[config.mk]
export PLATFORM = sky130hd
export DESIGN_NAME = mem_arbiter_flat
export DESIGN_NICKNAME = d
export VERILOG_FILES = /design/src/rtl/mem_arbiter_if.sv /design/src/rtl/mem_arbiter.sv /design/src/flat_wrapper.sv
export SDC_FILE = /design/constraint.sdc
export NUM_CORES = 1
export LEC_CHECK = 0
export ABC_AREA = 1
export BUFFER_PORTS_ARGS = -buffer_cell sky130_fd_sc_hd__buf_2
export CAP_MARGIN = 20
export CORE_ASPECT_RATIO = 1.75
export CORE_MARGIN = 2
export CORE_UTILIZATION = 40
export DETAILED_ROUTE_END_ITERATION = 10
export PLACE_DENSITY = 0.7
export SLEW_MARGIN = 30
export SYNTH_ARGS = -nofsm -noshare
export SYNTH_HDL_FRONTEND = slang
export SYNTH_SLANG_ARGS = --single-unit
[constraint.sdc]
create_clock -name clk -period 1.9 [get_ports clk]
set_input_delay 0.38 -clock clk [delete_from_list [all_inputs] [get_ports clk]]
set_output_delay 0.38 -clock clk [all_outputs]
set_load 0.01 [all_outputs]
[src/rtl/mem_arbiter_if.sv]
// ----------------------------------------------------------------------------
// mem_arbiter_if
//
// Purpose: bundles the instruction-fetch port, the data port and the single
// memory port that mem_arbiter multiplexes between them.
//
// Handshake (both client ports): the client raises *_req together with its
// address (and, for the data port, d_we/d_wdata) and holds them until the
// arbiter returns a one-cycle *_ack. *_rdata is valid in the ack cycle and
// holds until the next ack for that port. err pulses together with an ack
// whose memory access timed out. On the memory side, mem_en is a one-cycle
// start strobe. mem_we/mem_addr/mem_wdata are stable from that strobe until
// the arbiter returns to idle. The memory answers with a one-cycle mem_valid
// (with mem_rdata) at least one cycle after mem_en.
//
// Modports:
//   slave  - the arbiter's view (requests and memory responses in,
//            acks, read data and memory commands out)
//   master - the environment's view (clients plus memory model)
// ----------------------------------------------------------------------------
interface mem_arbiter_if;
    // Control / instruction-fetch port
    logic        halt;
    logic        i_req;
    logic [15:0] i_addr;
    logic        i_ack;
    logic [15:0] i_rdata;

    // Data port
    logic        d_req;
    logic        d_we;
    logic [15:0] d_addr;
    logic [15:0] d_wdata;
    logic        d_ack;
    logic [15:0] d_rdata;

    // Timeout indication
    logic        err;

    // Memory port
    logic        mem_en;
    logic        mem_we;
    logic [15:0] mem_addr;
    logic [15:0] mem_wdata;
    logic [15:0] mem_rdata;
    logic        mem_valid;

    modport slave (
        input  halt,
        input  i_req,
        input  i_addr,
        output i_ack,
        output i_rdata,
        input  d_req,
        input  d_we,
        input  d_addr,
        input  d_wdata,
        output d_ack,
        output d_rdata,
        output err,
        output mem_en,
        output mem_we,
        output mem_addr,
        output mem_wdata,
        input  mem_rdata,
        input  mem_valid
    );

    modport master (
        output halt,
        output i_req,
        output i_addr,
        input  i_ack,
        input  i_rdata,
        output d_req,
        output d_we,
        output d_addr,
        output d_wdata,
        input  d_ack,
        input  d_rdata,
        input  err,
        input  mem_en,
        input  mem_we,
        input  mem_addr,
        input  mem_wdata,
        output mem_rdata,
        output mem_valid
    );
endinterface

[src/rtl/mem_arbiter.sv]
// ----------------------------------------------------------------------------
// mem_arbiter
//
// Purpose: shares one memory port between the instruction-fetch (I) and the
// data (D) side of a small 16-bit CPU. One transaction is in flight at a time,
// tracked by a three-state FSM: IDLE -> BUSY -> RESP -> IDLE.
//   IDLE : pick a winner, latch owner and memory command, strobe mem_en.
//   BUSY : wait for mem_valid, or abort after TIMEOUT cycles (err=1, data 0).
//   RESP : one-cycle ack to the owner; requests are not looked at here, so a
//          request still held during its own ack is never granted twice.
// D beats I on a tie (the data access belongs to the older pipeline stage).
// While halt=1 the I side cannot win a new grant; an I access already under
// way completes normally.
//
// Parameters:
//   TIMEOUT     - maximum BUSY cycles before the access is aborted (>= 2)
//   D_BURST_MAX - consecutive contested D grants before I is forced in
//                 (only meaningful when ARB_FAIRNESS_EN is defined)
//
// Optional feature: define ARB_FAIRNESS_EN to add the D-burst limiter. Without
// it, arbitration is strict D priority and the burst counter does not exist.
//
// Ports:
//   clk     - clock, all state changes on the rising edge
//   rst     - synchronous active-high reset
//   bus     - mem_arbiter_if.slave (client ports, err, memory port)
//   state_o - current FSM state (0=IDLE, 1=BUSY, 2=RESP) for observation
// ----------------------------------------------------------------------------
module mem_arbiter #(
    parameter int TIMEOUT     = 64,
    parameter int D_BURST_MAX = 4
) (
    input  logic             clk,
    input  logic             rst,
    mem_arbiter_if.slave     bus,
    output logic [1:0]       state_o
);

    typedef enum logic [1:0] {
        IDLE = 2'd0,
        BUSY = 2'd1,
        RESP = 2'd2
    } state_t;

    // The BUSY counter runs 0 .. TIMEOUT-1; the abort fires in the cycle the
    // counter holds TIMEOUT-1, i.e. after exactly TIMEOUT BUSY cycles.
    localparam int            CW       = $clog2(TIMEOUT);
    localparam logic [CW-1:0] CNT_LAST = CW'(TIMEOUT - 1);

    if (TIMEOUT < 2) begin : g_bad_timeout
        $error("mem_arbiter: TIMEOUT must be at least 2");
    end
    if (D_BURST_MAX < 1) begin : g_bad_burst
        $error("mem_arbiter: D_BURST_MAX must be at least 1");
    end

    // ------------------------------------------------------------------
    // Registers
    // ------------------------------------------------------------------
    state_t         state_q;
    logic           owner_d_q;      // 1: D owns the current access, 0: I
    logic           mem_en_q;
    logic           mem_we_q;
    logic [15:0]    mem_addr_q;
    logic [15:0]    mem_wdata_q;
    logic           i_ack_q;
    logic           d_ack_q;
    logic           err_q;
    logic [15:0]    i_rdata_q;
    logic [15:0]    d_rdata_q;
    logic [CW-1:0]  busy_cnt_q;

    // ------------------------------------------------------------------
    // Next-state helpers
    // ------------------------------------------------------------------
    logic           i_elig;
    logic           d_elig;
    logic           win_i;
    logic           win_d;
    logic [CW-1:0]  busy_cnt_d;
    logic           timed_out;

    assign i_elig     = bus.i_req && !bus.halt;
    assign d_elig     = bus.d_req;
    assign busy_cnt_d = busy_cnt_q + 1'b1;
    assign timed_out  = (busy_cnt_q == CNT_LAST);

`ifdef ARB_FAIRNESS_EN
    // burst_q counts back-to-back D grants made while I was also eligible.
    // Once it reaches D_BURST_MAX, the next contested grant goes to I.
    // An I grant, or a D grant with no I waiting, ends the run.
    localparam int BW = $clog2(D_BURST_MAX + 1);

    logic [BW-1:0] burst_q;
    logic [BW-1:0] burst_d;
    logic          force_i;

    always_comb begin
        force_i = d_elig && i_elig && (burst_q == BW'(D_BURST_MAX));
        win_i   = i_elig && (!d_elig || force_i);
        win_d   = d_elig && !win_i;
        burst_d = burst_q;
        if (win_i) begin
            burst_d = '0;
        end else if (win_d) begin
            burst_d = i_elig ? (burst_q + 1'b1) : '0;
        end
    end

    always_ff @(posedge clk) begin
        if (rst) begin
            burst_q <= '0;
        end else if (state_q == IDLE) begin
            burst_q <= burst_d;
        end
    end
`else
    always_comb begin
        win_d = d_elig;
        win_i = i_elig && !d_elig;
    end
`endif

    // ------------------------------------------------------------------
    // Main FSM, all outputs registered
    // ------------------------------------------------------------------
    always_ff @(posedge clk) begin
        if (rst) begin
            state_q     <= IDLE;
            owner_d_q   <= 1'b0;
            mem_en_q    <= 1'b0;
            mem_we_q    <= 1'b0;
            mem_addr_q  <= 16'h0000;
            mem_wdata_q <= 16'h0000;
            i_ack_q     <= 1'b0;
            d_ack_q     <= 1'b0;
            err_q       <= 1'b0;
            i_rdata_q   <= 16'h0000;
            d_rdata_q   <= 16'h0000;
            busy_cnt_q  <= '0;
        end else begin
            // Strobes default low; each is raised for exactly one cycle below.
            mem_en_q <= 1'b0;
            i_ack_q  <= 1'b0;
            d_ack_q  <= 1'b0;
            err_q    <= 1'b0;

            unique case (state_q)
                IDLE: begin
                    if (win_i || win_d) begin
                        state_q     <= BUSY;
                        owner_d_q   <= win_d;
                        mem_en_q    <= 1'b1;
                        mem_we_q    <= win_d && bus.d_we;
                        mem_addr_q  <= win_d ? bus.d_addr : bus.i_addr;
                        // Fetches never write; drive a clean zero for them.
                        mem_wdata_q <= win_d ? bus.d_wdata : 16'h0000;
                        busy_cnt_q  <= '0;
                    end
                end

                BUSY: begin
                    // mem_valid wins over a timeout landing in the same cycle.
                    if (bus.mem_valid || timed_out) begin
                        state_q <= RESP;
                        err_q   <= !bus.mem_valid;
                        if (owner_d_q) begin
                            d_ack_q   <= 1'b1;
                            d_rdata_q <= bus.mem_valid ? bus.mem_rdata : 16'h0000;
                        end else begin
                            i_ack_q   <= 1'b1;
                            i_rdata_q <= bus.mem_valid ? bus.mem_rdata : 16'h0000;
                        end
                    end else begin
                        busy_cnt_q <= busy_cnt_d;
                    end
                end

                RESP: begin
                    state_q    <= IDLE;
                    busy_cnt_q <= '0;
                end

                default: begin
                    state_q <= IDLE;
                end
            endcase
        end
    end

    // ------------------------------------------------------------------
    // Outputs
    // ------------------------------------------------------------------
    assign bus.mem_en    = mem_en_q;
    assign bus.mem_we    = mem_we_q;
    assign bus.mem_addr  = mem_addr_q;
    assign bus.mem_wdata = mem_wdata_q;
    assign bus.i_ack     = i_ack_q;
    assign bus.i_rdata   = i_rdata_q;
    assign bus.d_ack     = d_ack_q;
    assign bus.d_rdata   = d_rdata_q;
    assign bus.err       = err_q;
    assign state_o       = state_q;

endmodule

[src/flat_wrapper.sv]
// flat-port wrapper written by rule: the top's interface ports become plain ports
module mem_arbiter_flat 
#(
    parameter int TIMEOUT     = 64,
    parameter int D_BURST_MAX = 4
)
  (clk, rst, state_o, bus_halt, bus_i_req, bus_i_addr, bus_i_ack, bus_i_rdata, bus_d_req, bus_d_we, bus_d_addr, bus_d_wdata, bus_d_ack, bus_d_rdata, bus_err, bus_mem_en, bus_mem_we, bus_mem_addr, bus_mem_wdata, bus_mem_rdata, bus_mem_valid);
  mem_arbiter_if bus_i ();
  input  logic clk;
  input  logic rst;
  output logic [1:0] state_o;
  input wire logic [$bits(bus_i.halt)-1:0] bus_halt;
  input wire logic [$bits(bus_i.i_req)-1:0] bus_i_req;
  input wire logic [$bits(bus_i.i_addr)-1:0] bus_i_addr;
  output wire logic [$bits(bus_i.i_ack)-1:0] bus_i_ack;
  output wire logic [$bits(bus_i.i_rdata)-1:0] bus_i_rdata;
  input wire logic [$bits(bus_i.d_req)-1:0] bus_d_req;
  input wire logic [$bits(bus_i.d_we)-1:0] bus_d_we;
  input wire logic [$bits(bus_i.d_addr)-1:0] bus_d_addr;
  input wire logic [$bits(bus_i.d_wdata)-1:0] bus_d_wdata;
  output wire logic [$bits(bus_i.d_ack)-1:0] bus_d_ack;
  output wire logic [$bits(bus_i.d_rdata)-1:0] bus_d_rdata;
  output wire logic [$bits(bus_i.err)-1:0] bus_err;
  output wire logic [$bits(bus_i.mem_en)-1:0] bus_mem_en;
  output wire logic [$bits(bus_i.mem_we)-1:0] bus_mem_we;
  output wire logic [$bits(bus_i.mem_addr)-1:0] bus_mem_addr;
  output wire logic [$bits(bus_i.mem_wdata)-1:0] bus_mem_wdata;
  input wire logic [$bits(bus_i.mem_rdata)-1:0] bus_mem_rdata;
  input wire logic [$bits(bus_i.mem_valid)-1:0] bus_mem_valid;
  assign bus_i.halt = bus_halt;
  assign bus_i.i_req = bus_i_req;
  assign bus_i.i_addr = bus_i_addr;
  assign bus_i_ack = bus_i.i_ack;
  assign bus_i_rdata = bus_i.i_rdata;
  assign bus_i.d_req = bus_d_req;
  assign bus_i.d_we = bus_d_we;
  assign bus_i.d_addr = bus_d_addr;
  assign bus_i.d_wdata = bus_d_wdata;
  assign bus_d_ack = bus_i.d_ack;
  assign bus_d_rdata = bus_i.d_rdata;
  assign bus_err = bus_i.err;
  assign bus_mem_en = bus_i.mem_en;
  assign bus_mem_we = bus_i.mem_we;
  assign bus_mem_addr = bus_i.mem_addr;
  assign bus_mem_wdata = bus_i.mem_wdata;
  assign bus_i.mem_rdata = bus_mem_rdata;
  assign bus_i.mem_valid = bus_mem_valid;
  mem_arbiter #(.TIMEOUT(TIMEOUT), .D_BURST_MAX(D_BURST_MAX)) u_core (.clk(clk), .rst(rst), .bus(bus_i), .state_o(state_o));
endmodule
# Yosys cells after proc, flatten, opt, wreduce, memory -nomap -nowiden
# Index checks and enable logic that the tools add are counted.
# word_totals
register_bits	78
in_bits	71
output_inout_bits	71
wordCells	52
# op_classes
n_addsub	1
eq_ne	6
n_mux	12
n_bitwise	4
n_reduce_logical	17
# ops
cell	count
16-bit two-way mux	3
6-bit case mux with 3 select lines	1
6-bit two-way mux	2
3-bit AND reduction	3
6-bit by 1-bit adder with 6-bit output, second input constant	1
6-bit == test, second input constant	1
2-bit two-way mux	2
2-bit by 1-bit != test with 1-bit output, second input constant	2
1-bit inverter	4
2-bit case mux with 2 select lines	1
2-bit AND reduction	2
1-bit logical AND	3
1-bit zero test	3
1-bit two-way mux	3
3-bit nonzero test	1
3-bit OR reduction	1
2-bit by 1-bit == test with 1-bit output, second input constant	1
2-bit == test, second input constant	1
2-bit zero test	1
1-bit logical OR	2
2-bit != test, second input constant	1
2-bit OR reduction	1

# Logic depth before layout (Yosys ltp)
# Gate-level depths: netlist (run 1).
# depth
ltp_word	6
depth_mapped	10
depth_no_buf	9

# Least setup slack after synthesis (run 1)
# OpenSTA, ideal clock, no wires.
# synth_path
kind	reg-to-reg
from	register u_core.busy_cnt_q[0]
to	register u_core.i_rdata_q[11] (netlist: u_core.bus.i_rdata[11])
setup_ns	0.116
t_arrival_ns	1.303
required_ns	1.784
slack_ns	0.482
stages_incl_launch_ff	10
n_path_buf	1
period_less_slack_ns	1.418
path_cell_list	dfxtp_1 -> ha_1 -> nand2_2 -> nor2_2 -> nand2_2 -> nand2_4 -> nand2_4 -> buf_6 -> o21ai_0 -> nor2_1
# synth_via
elab_chain_cells	3
# synth_lines
element	line_no	text
from (decl)	mem_arbiter.sv:71	logic [CW-1:0] busy_cnt_q;
from (signal assigned)	mem_arbiter.sv:175	busy_cnt_q <= busy_cnt_d;
6-bit == test	mem_arbiter.sv:86	assign timed_out = (busy_cnt_q == CNT_LAST);
1-bit logical OR	mem_arbiter.sv:164	if (bus.mem_valid || timed_out) begin
3-bit AND reduction (no source line)	--	
to (signal assigned)	mem_arbiter.sv:172	i_rdata_q <= bus.mem_valid ? bus.mem_rdata : 16'h0000;
to (decl)	mem_arbiter.sv:69	logic [15:0] i_rdata_q;
# No other way between the ends.
# A chain may end at the register's enable or synchronous reset.

# Worst setup path after layout (run 1)
# layout_path
from	register u_core.busy_cnt_q[0]
to	register u_core.d_rdata_q[13] (netlist: u_core.bus.d_rdata[13])
# layout_via
elab_chain_cells	3
# layout_lines
element	line_no	text
6-bit == test	mem_arbiter.sv:86	
1-bit logical OR	mem_arbiter.sv:164	
3-bit AND reduction (no source line)	--	
to (signal assigned)	mem_arbiter.sv:169	d_rdata_q <= bus.mem_valid ? bus.mem_rdata : 16'h0000;
to (decl)	mem_arbiter.sv:70	logic [15:0] d_rdata_q;
# No other way between the ends.

==> out/qor.csv, run 1 <==
stage;metric;value;unit
power;powerDensity;941;nW/um^2
synthesis;synthMuxAreaShare;0;%
global_routing;antenna_found_initial;0;
floorplanning;die_w;73.3;um
layout;drive_above_1_share;29.4;%
floorplanning;die_area;9170;sq um
clock_tree;clk_latency;340;ps
layout;layout_common_cells;nand2_1, buf_2, dfxtp_1;
drt;vias_per_cell;4.81;
sta;rsz0062_at_grt;false;
placed_design;dp_hpwl;6360;um
clock_tree;clkTransAtPathRegs;60;ps
critical_path;crit_required;2180;ps
synthesis;synth_compound_area_share;11.1;%
power;ir_drop;0.520;mV
floorplanning;num_rows;44;
layout;regArea;1560;sq um
clock_tree;cts_tree;built;
critical_path;worstPathArrival;1950;ps
floorplanning;core;8200;sq um
synthesis;yosysWarnings;0;
synthesis;synth.top_cell.area_share;46.5;%
synthesis;yosys_register_bits;78;
sta;setup_viol;0;
synthesis;synth_top_cell_by_area;dfxtp_1;
drt;drtIter0Drc;145;
clock_tree;cts_buffers;9;
job;maxCapViolCount;0;
critical_path;rr_worst_depth;9;
layout;nets;675;
sta;finalSetupTns;0;ps
critical_path;reg2reg_from;u_core.busy_cnt_q[0];
floorplanning;floorplan.initialDensity;40.9;%
drt;antenna_left;0;
worst_hold_path;hold_depth;3;
critical_path;end_kind;register;
layout;design_area;4410;sq um
global_routing;grt_usage;19.5;%
global_routing;grt_pass1_vias;3228;
global_routing;grt_max_degree;33;
floorplanning;die_h;125;um
sta;layout_worst_path_cycle_share;88.1;%
clock_tree;clock_path_buffers;2;
layout;n_antenna_cell;0;
worst_hold_path;hold_start;bus_d_wdata[14];
synthesis;yosys-top-cells-area;dfxtp_1, nand2_1, inv_1;
worst_hold_path;hp-class;in2reg;
synthesis;syn_inst;468;
sta;fin_crit;1670;ps
synthesis;synthAdderAreaFrac;0.373;%
sta;skew;5.13;ps
drt;drc_errors;0;
outcome;status;complete, no violations;
layout;nFillCells;769;
drt;drt-total-wl;8640;um
synthesis;synth_cell_types;26;
clock_tree;htree_levels;3;
critical_path;crit_path_start;u_core.busy_cnt_q[0];
sta;timing.fmax;0.597;GHz
synthesis;ys_seq_area_share;46.5;%
synthesis;synth_top_family_by_area;simple AND/OR/NAND/NOR gates;
critical_path;cp_max_fo;24;
placed_design;place_congestion;0.773;
global_routing;grt_pass1_wl;14200;um
synthesis;avgSynthCellArea;7.18;sq um
drt;drt-pass1-iter-count;4;
synthesis;yosys.area_share.simple;31.3;%
global_routing;gr-total-overflow;0;
synthesis;syn-num-nets;540;
layout;multi_input_area;1440;sq um
layout;layout_commonest_cell;nand2_1;
clock_tree;clock-root-buffer;clkbuf_16;
synthesis;synth_xor_area_share;0;%
power;power.leakage;2.44;nW
placed_design;io_buffers;141;
layout;area_growth;31.2;%
drt;wl_per_cell;12.3;um
floorplanning;ioPinCount;142;
drt;vias;3367;
placed_design;place_area;4100;sq um
sta;slew-limit-headroom;68.2;%
sta;final_hold_viol_count;0;
sta;tightest_slew;476;ps
clock_tree;cts.sinks;78;
critical_path;critical_path_class;reg2reg;
critical_path;cp-start-kind;register;
synthesis;netlist_area;3360;sq um
sta;slew_violations;0;
power;finalPower;4.15;mW
## registers in the layout, indices dropped and copies added, names as in the netlist
register	flops
u_core.bus.d_rdata	16
u_core.bus.mem_wdata	16
u_core.bus.mem_addr	16
u_core.bus.i_rdata	16
u_core.bus.i_ack	1
u_core.bus.mem_en	1
u_core.bus.err	1
u_core.busy_cnt_q	6
u_core.owner_d_q	1
u_core.bus.mem_we	1
u_core.state_o	2
u_core.bus.d_ack	1
## per-stage QoR
| step | setup slack, ps | cells | utilization [%] | hold slack (ps) |
|---|---|---|---|---|
| after floorplan | 482 | 468 | - | 472 |
| after global placement | 313 | 684 | 49.9 | 448 |
| after detailed placement | 236 | 684 | 49.9 | 452 |
| after CTS | 220 | 700 | 53.7 | 269 |
| after global routing | 4.55 | 700 | 53.7 | 285 |
| final | 225 | 700 | 53.7 | 286 |
## power breakdown
group	internal (mW)	switching (mW)
clock network	1.03	0.722
logic	0.243	0.354
registers	1.74	0.0564
total	3.02	1.13
## area by class of cell
class | instances | area share (%)
Tap cell | 92 | 2.61
Multi-Input combinational cell | 309 | 32.6
Clock inverter | 7 | 1.87
Sequential cell | 78 | 35.4
Timing Repair Buffer | 150 | 17.5
Inverter | 55 | 4.80
Clock buffer | 9 | 5.11
## synthesized netlist by cell type
library cell  count
nand2_1         161
dfxtp_1          78
inv_1            50
nor2_1           44
a21oi_1          35
nand3_1          23
o211a_1          16
buf_2            10
clkbuf_1         10
nand4_1          10
o21ai_0           6
buf_6             4
inv_2             3
nor2_2            3
nand2_2           2
nand2_4           2
nand3b_1          2
buf_1             1
clkbuf_8          1
clkinv_1          1
ha_1              1
inv_4             1
nand3_4           1
nor2_4            1
nor3b_1           1
o21bai_1          1
## critical path, stage by stage (launching register included)
cell	delay (ps)
dfxtp_1	410
ha_1	220
nand2_2	80
nor2_2	120
nand2_2	80
nand2_4	150
nand3_4	260
nand2_1	130
nand2_1	60
nor2_1	100
## layer usage
metal  global-route usage (%)  routed length [um]
met1                     20.8                3350
met2                     34.8                4580
met3                     4.67                 518
met4                     9.15                 194
met5                        0                   0
## worst paths after layout
check,slack (ps),end
worst max-delay path,230,u_core.bus.d_rdata[13]
worst min register to register,460,u_core.bus.mem_wdata[12]
worst max register to register,230,u_core.bus.d_rdata[13]
worst min-delay path,290,u_core.bus.mem_wdata[14]
## logic make-up (layout without fill, tap and decap cells)
family / Yosys count / in the layout
AOI/OAI and AO/OA: 58 / 58
adders and majority gates: 1 / 1
buffers and inverters: 81 / 221
DFF: 78 / 78
and+or+nand+nor: 250 / 250
## repair_timing
| item | in CTS | in global routing |
|---|---|---|
| buffers inserted | 0 | 0 |
| setup endpoints to repair | 0 | 1 |
| resized for setup | 0 | 1 |
| hold buffers | 0 | 0 |
No activity file was read; power rests on OpenSTA's default activity.
==> run 2, diff against run 1 <==
- CELL_PAD_IN_SITES_DETAIL_PLACEMENT: unset -> 0
- CELL_PAD_IN_SITES_GLOBAL_PLACEMENT: unset -> 1
- CORE_UTILIZATION: 40 -> 33
- PLACE_DENSITY: 0.7 -> 0.81
==> run 2 against run 1 <==
Sequential share of layout area down 0.060 points. Register-to-register slack barely moved. Sequential cell count did not move. Largest power group unchanged. Count of clock-buffer cells in the layout stayed put. Total power shrank 3.4%. Non-clock buffer count decreased by 3. Highest routed layer unchanged. Sequential power is essentially flat.
==> out/qor.csv, run 2 (synthesized netlist as in run 1, its figures left out) <==
stage;metric;value;unit
clock_tree;clkTransAtPathRegs;70;ps
global_routing;grt_usage;16.6;%
drt;vias_per_cell;4.56;
critical_path;r2r-end;u_core.bus.d_rdata[10];
sta;skew;8.94;ps
floorplanning;ioPinCount;142;
floorplanning;die_area;11000;sq um
critical_path;crit_required;2130;ps
clock_tree;clock_path_buffers;2;
sta;slew_violations;0;
power;p_int;2.88;mW
critical_path;critical_path_class;reg2reg;
critical_path;cp_cell_sequence;ha_1, nand2_2, nor2_2, nand2_2, nand2_4, nand3_4, nor2_1, nor2_1;
drt;vias;3332;
power;ir_drop;0.531;mV
power;p_clk_share;40.4;%
critical_path;critical_path.max_stage_delay;420;ps
clock_tree;clk_latency;340;ps
critical_path;worstPathArrival;1900;ps
critical_path;rr_worst_depth;8;
power;power.leakage;2.43;nW
sta;final_hold_viol_count;0;
outcome;status;complete, no violations;
sta;fin_crit;1670;ps
floorplanning;die_w;80.3;um
drt;wl_met3;586;um
critical_path;cp.buffers_inverters;0;
clock_tree;cts.sinks;78;
drt;drc_errors;0;
job;maxCapViolCount;0;
clock_tree;post-cts-setup-buffer-count;0;
sta;layout_worst_path_cycle_share;87.9;%
sta;tightest_slew;504;ps
clock_tree;cts_buffers;9;
critical_path;cp_max_fo;24;
critical_path;crit_family;simple AND/OR/NAND/NOR gates;
critical_path;cp-start-kind;register;
floorplanning;floorplan.initialDensity;33.9;%
placed_design;place_congestion;0.822;
layout;layout_common_cells;nand2_1, buf_2, dfxtp_1;
global_routing;grt_max_degree;51;
global_routing;gr-total-overflow;0;
power;powerDensity;908;nW/um^2
drt;m1WireLength;3530;um
global_routing;grt_pass1_wl;14300;um
critical_path;reg2reg_slack;230;ps
layout;nets;672;
critical_path;reg2reg_from;u_core.busy_cnt_q[0];
sta;whs;287;ps
placed_design;dp_hpwl;6500;um
drt;antenna_left;0;
power;power_frac_seq;44.9;%
drt;drt-pass1-iter-count;4;
layout;fin_util;44.5;%
power;power_switching;1.13;mW
floorplanning;core;9910;sq um
layout;n_antenna_cell;0;
worst_hold_path;hp-class;in2reg;
clock_tree;clock-root-buffer;clkbuf_16;
critical_path;worst_path_max_delay_cell;dfxtp_1;
critical_path;end_kind;register;
drt;wl_per_cell;12.2;um
worst_hold_path;hold_start;bus_d_wdata[7];
clock_tree;cts_tree;built;
sta;slew-limit-headroom;66.3;%
drt;routed.top_layer;met4;
sta;setup_viol;0;
placed_design;io_buffers;141;
worst_hold_path;hold_depth;3;
floorplanning;die_h;137;um
global_routing;grt_pass1_vias;3211;
drt;wl_met2;4640;um
power;swShare;28.2;%
floorplanning;num_rows;48;
sta;timing.fmax;0.599;GHz
global_routing;antenna_found_initial;0;
power;pwr-share-comb;14.7;%
worst_hold_path;worstHoldEndpoint;u_core.bus.mem_wdata[7];
layout;layout_commonest_cell;nand2_1;
drt;drt-total-wl;8880;um
layout;drive_above_1_share;29.1;%
clock_tree;htree_levels;3;
drt;drtIter0Drc;117;
layout;area_growth;31.4;%
==> run 2: cell types whose count changed in the layout (fill, tap and decap cells not counted) <==
cell        delta
buf_12         +1
buf_4          -4
bufinv_16      -1
clkinv_2       +1
clkinv_4       +1
clkinvlp_4     -1
==> run 2: timing repair <==
| action | 4_1_cts | 5_1_grt |
|---|---|---|
| endpoints found under the setup margin | 0 | 2 |
| gates resized for setup | 0 | 2 |
| hold buffers | 0 | 0 |
==> run 2: power by group through the flow <==
| stage | sequential, mW | combinational (mW) | clock (mW) |
|---|---|---|---|
| 3_3_place_gp | 1.83 | 0.589 | 0 |
| 4_1_cts | 1.80 | 0.598 | 1.67 |
| 5_1_grt | 1.81 | 0.669 | 1.73 |
| 6_report | 1.80 | 0.588 | 1.62 |
| 2_1_floorplan | 1.87 | 0.320 | 0 |
| 3_5_place_dp | 1.84 | 0.596 | 0 |
==> run 2: final cells by class <==
class                           count  area, sq um
Inverter                           55          214
Multi-Input combinational cell    309         1440
Sequential cell                    78         1560
Tap cell                          125          156
Clock inverter                      7         56.3
Fill cell                        1079         5500
Timing Repair Buffer              147          763
Clock buffer                        9          225
==> run 2: worst max path at each step <==
stage                         start                endpoint  cells past startpoint
2_1_floorplan  u_core.busy_cnt_q[0]  u_core.bus.i_rdata[11]                      9
3_3_place_gp   u_core.busy_cnt_q[0]  u_core.bus.i_rdata[10]                      9
3_5_place_dp   u_core.busy_cnt_q[0]  u_core.bus.i_rdata[12]                      9
4_1_cts        u_core.busy_cnt_q[0]  u_core.bus.i_rdata[12]                      9
5_1_grt        u_core.busy_cnt_q[0]  u_core.bus.i_rdata[12]                      9
6_report       u_core.busy_cnt_q[0]  u_core.bus.d_rdata[10]                      8
==> run 2: routing by layer <==
metal / GRT usage, % / vias up
li1: - / 1729
met2: 29.9 / 107
met4: 6.03 / 0
met1: 17.8 / 1485
met5: 0 / -
met3: 5.44 / 11
==> run 2: tightest hold or removal path, stage by stage <==
cell     delay (ps)
buf_2            90
nand2_1          50
a21oi_1          50
==> run 2: metrics by stage <==
stage | area, sq um | TNS, ps | cells | power, mW | setup WS, ps
final | 4410 | 0 | 730 | 4.01 | 230
after global routing | 4410 | -7.84 | 730 | 4.22 | -7.84
after CTS | 4410 | 0 | 730 | 4.07 | 152
after detailed placement | 4130 | 0 | 714 | 2.43 | 170
after global placement | 4130 | 0 | 714 | 2.42 | 238
after floorplan | 3360 | 0 | 468 | 2.19 | 482
==> run 3, diff against run 2 <==
- CORE_UTILIZATION: 33 -> 29
- PLACE_DENSITY: 0.81 -> 0.76
- clock period: 1.9 -> 1.5 ns (I/O delays scaled with it)
==> run 3 against run 2 <==
Utilization fell by 3.6 points. Sequential cell count did not move. Largest power group unchanged. Sequential power up 27%. Final cell count rose by 3.7%. First-iteration DRC count down 17%. Total power up 34%. Register-to-register slack got worse by 180 ps. Critical endpoint is now u_core.bus.d_rdata[0]. Non-clock buffer count grew 13. Combinational power increased by 42%. Largest cell class unchanged. Sequential share of layout area down 2.0 points. Cell area is 6.2% higher. Die area is 13% higher.
==> out/qor.csv, run 3 (synthesized netlist as in run 1, its figures left out) <==
stage;metric;value;unit
critical_path;crit_required;1760;ps
clock_tree;cts_buffers;9;
drt;wl_met2;5310;um
sta;slew-limit-headroom;68.4;%
floorplanning;die_h;146;um
critical_path;end_kind;register;
global_routing;gr-total-overflow;0;
worst_hold_path;hp-class;in2reg;
critical_path;reg2reg_from;u_core.busy_cnt_q[0];
job;maxCapViolCount;0;
drt;antenna_left;0;
clock_tree;clkTransAtPathRegs;60;ps
clock_tree;clock_path_buffers;2;
drt;wl_per_cell;13.2;um
power;swShare;27.9;%
clock_tree;htree_levels;3;
critical_path;worstPathArrival;1710;ps
power;p_clk_share;41.8;%
drt;vias;3441;
placed_design;io_buffers;141;
clock_tree;cts.sinks;78;
critical_path;crit_path_frequent_cell;nand2_4;
sta;rsz0062_at_grt;true;
floorplanning;die_w;85.3;um
layout;n_antenna_cell;0;
critical_path;crit_family;simple AND/OR/NAND/NOR gates;
layout;layout_commonest_cell;nand2_1;
floorplanning;ioPinCount;142;
placed_design;place_congestion;0.812;
sta;skew;5.08;ps
drt;routed.top_layer;met4;
sta;final_hold_viol_count;0;
sta;timing.fmax;0.688;GHz
global_routing;grt_max_degree;35;
power;power_switching;1.49;mW
worst_hold_path;hold_start;bus_d_we;
floorplanning;die_area;12500;sq um
clock_tree;clk_latency;330;ps
clock_tree;cts_tree;built;
power;powerDensity;1140;nW/um^2
sta;layout_worst_path_cycle_share;96.9;%
worst_hold_path;worstHoldEndpoint;u_core.bus.mem_we;
layout;design_area;4690;sq um
sta;setup_viol;0;
sta;slew_violations;0;
placed_design;dp_hpwl;6970;um
critical_path;cp.buffers_inverters;1;
global_routing;grt_usage;15.5;%
drt;drt-pass1-iter-count;6;
clock_tree;clock-root-buffer;clkbuf_16;
critical_path;cp_cell_sequence;ha_4, nand2_4, nor2_4, nand2_4, nand2_8, nand3_4, nand2_1, inv_1, nor2_1;
floorplanning;core;11500;sq um
drt;drt-total-wl;9990;um
floorplanning;num_rows;52;
layout;area_growth;39.6;%
sta;fin_crit;1450;ps
layout;drive_above_1_share;32.2;%
power;pwr-share-comb;15.6;%
global_routing;antenna_found_initial;0;
layout;fin_util;40.9;%
layout;layout_common_cells;nand2_1, buf_2, dfxtp_1;
global_routing;grt_pass1_wl;15500;um
drt;vias_per_cell;4.55;
critical_path;worst_path_max_delay_cell;dfxtp_2;
drt;drtIter0Drc;97;
worst_hold_path;hold_depth;3;
power;p_int;3.86;mW
layout;nets;689;
critical_path;reg2reg_slack;50;ps
drt;m1WireLength;3830;um
critical_path;cp-start-kind;register;
outcome;status;complete, no violations;
critical_path;r2r-end;u_core.bus.d_rdata[0];
critical_path;cp_max_fo;12;
drt;wl_met3;640;um
critical_path;rr_worst_depth;9;
placed_design;place_area;4220;sq um
power;power.leakage;2.54;nW
power;ir_drop;0.550;mV
clock_tree;cts_hold_buf;0;
global_routing;grt_pass1_vias;3307;
drt;drc_errors;0;
power;power_frac_seq;42.6;%
critical_path;critical_path_class;reg2reg;
critical_path;critical_path.max_stage_delay;350;ps
floorplanning;floorplan.initialDensity;29.3;%
sta;tightest_slew;474;ps
run 3: cell count changes in the layout (fill, tap and decap cells not counted), sizes merged:
cell	delta
buf	+13
bufinv	+1
clkinv	-4
clkinvlp	+3
inv	+1
nand2	+1
nand3	+2
run 3: layer usage:
metal	track usage (%)	up-vias
met4	6.83	0
met2	28.0	113
met1	16.2	1550
met3	4.30	14
met5	0	-
li1	-	1764
run 3: tightest hold or removal path: stages:
cell and delay (ps):
buf_2 90, nand2_1 50, a21oi_1 50
run 3: final cells by class:
class | instances | area, sq um
multi-input cells | 312 | 1550
repair inverters | 1 | 8.76
repair buffers | 160 | 868
inverters | 55 | 223
clock buffers | 9 | 225
flip-flops and latches | 78 | 1560
fillers | 1217 | 6760
clock inverters | 7 | 81.3
well taps | 135 | 169
run 3: power by group through the flow:
stage	Sequential [mW]	Clock [mW]	Combinational, mW
floorplan	2.37	0	0.405
global placement	2.32	0	0.787
detailed placement	2.32	0	0.799
CTS	2.28	2.30	0.814
global route	2.30	2.38	0.932
finish	2.28	2.24	0.834
run 3: timing repair:
action                     in CTS  in global routing
pin swaps                       0                  4
gates resized for setup         4                 19
setup endpoints to repair       8                 53
cloned                          1                  3
buffers inserted                0                  2
run 3: metrics by stage:
step	setup slack [ps]	std cells	total power [mW]	hold slack (ps)	TNS [ps]
finish	46.6	757	5.35	217	0
global route	-48.0	757	5.61	216	-399
CTS	-23.9	752	5.39	201	-65.4
detailed placement	-84.7	735	3.12	453	-128
global placement	2.62	735	3.10	446	0
floorplan	81.5	468	2.78	448	0
run 3: worst max path at each step:
stage                                         to                  from  slack, ps  cells past startpoint
after floorplan           u_core.bus.i_rdata[11]  u_core.busy_cnt_q[0]         80                      9
after global placement    u_core.bus.i_rdata[10]  u_core.busy_cnt_q[0]          3                      9
after detailed placement  u_core.bus.i_rdata[12]  u_core.busy_cnt_q[0]        -80                      9
after CTS                   u_core.busy_cnt_q[1]  u_core.busy_cnt_q[0]        -20                     10
after global routing      u_core.bus.d_rdata[12]  u_core.busy_cnt_q[0]        -50                      9
final                      u_core.bus.d_rdata[0]  u_core.busy_cnt_q[0]         50                      9
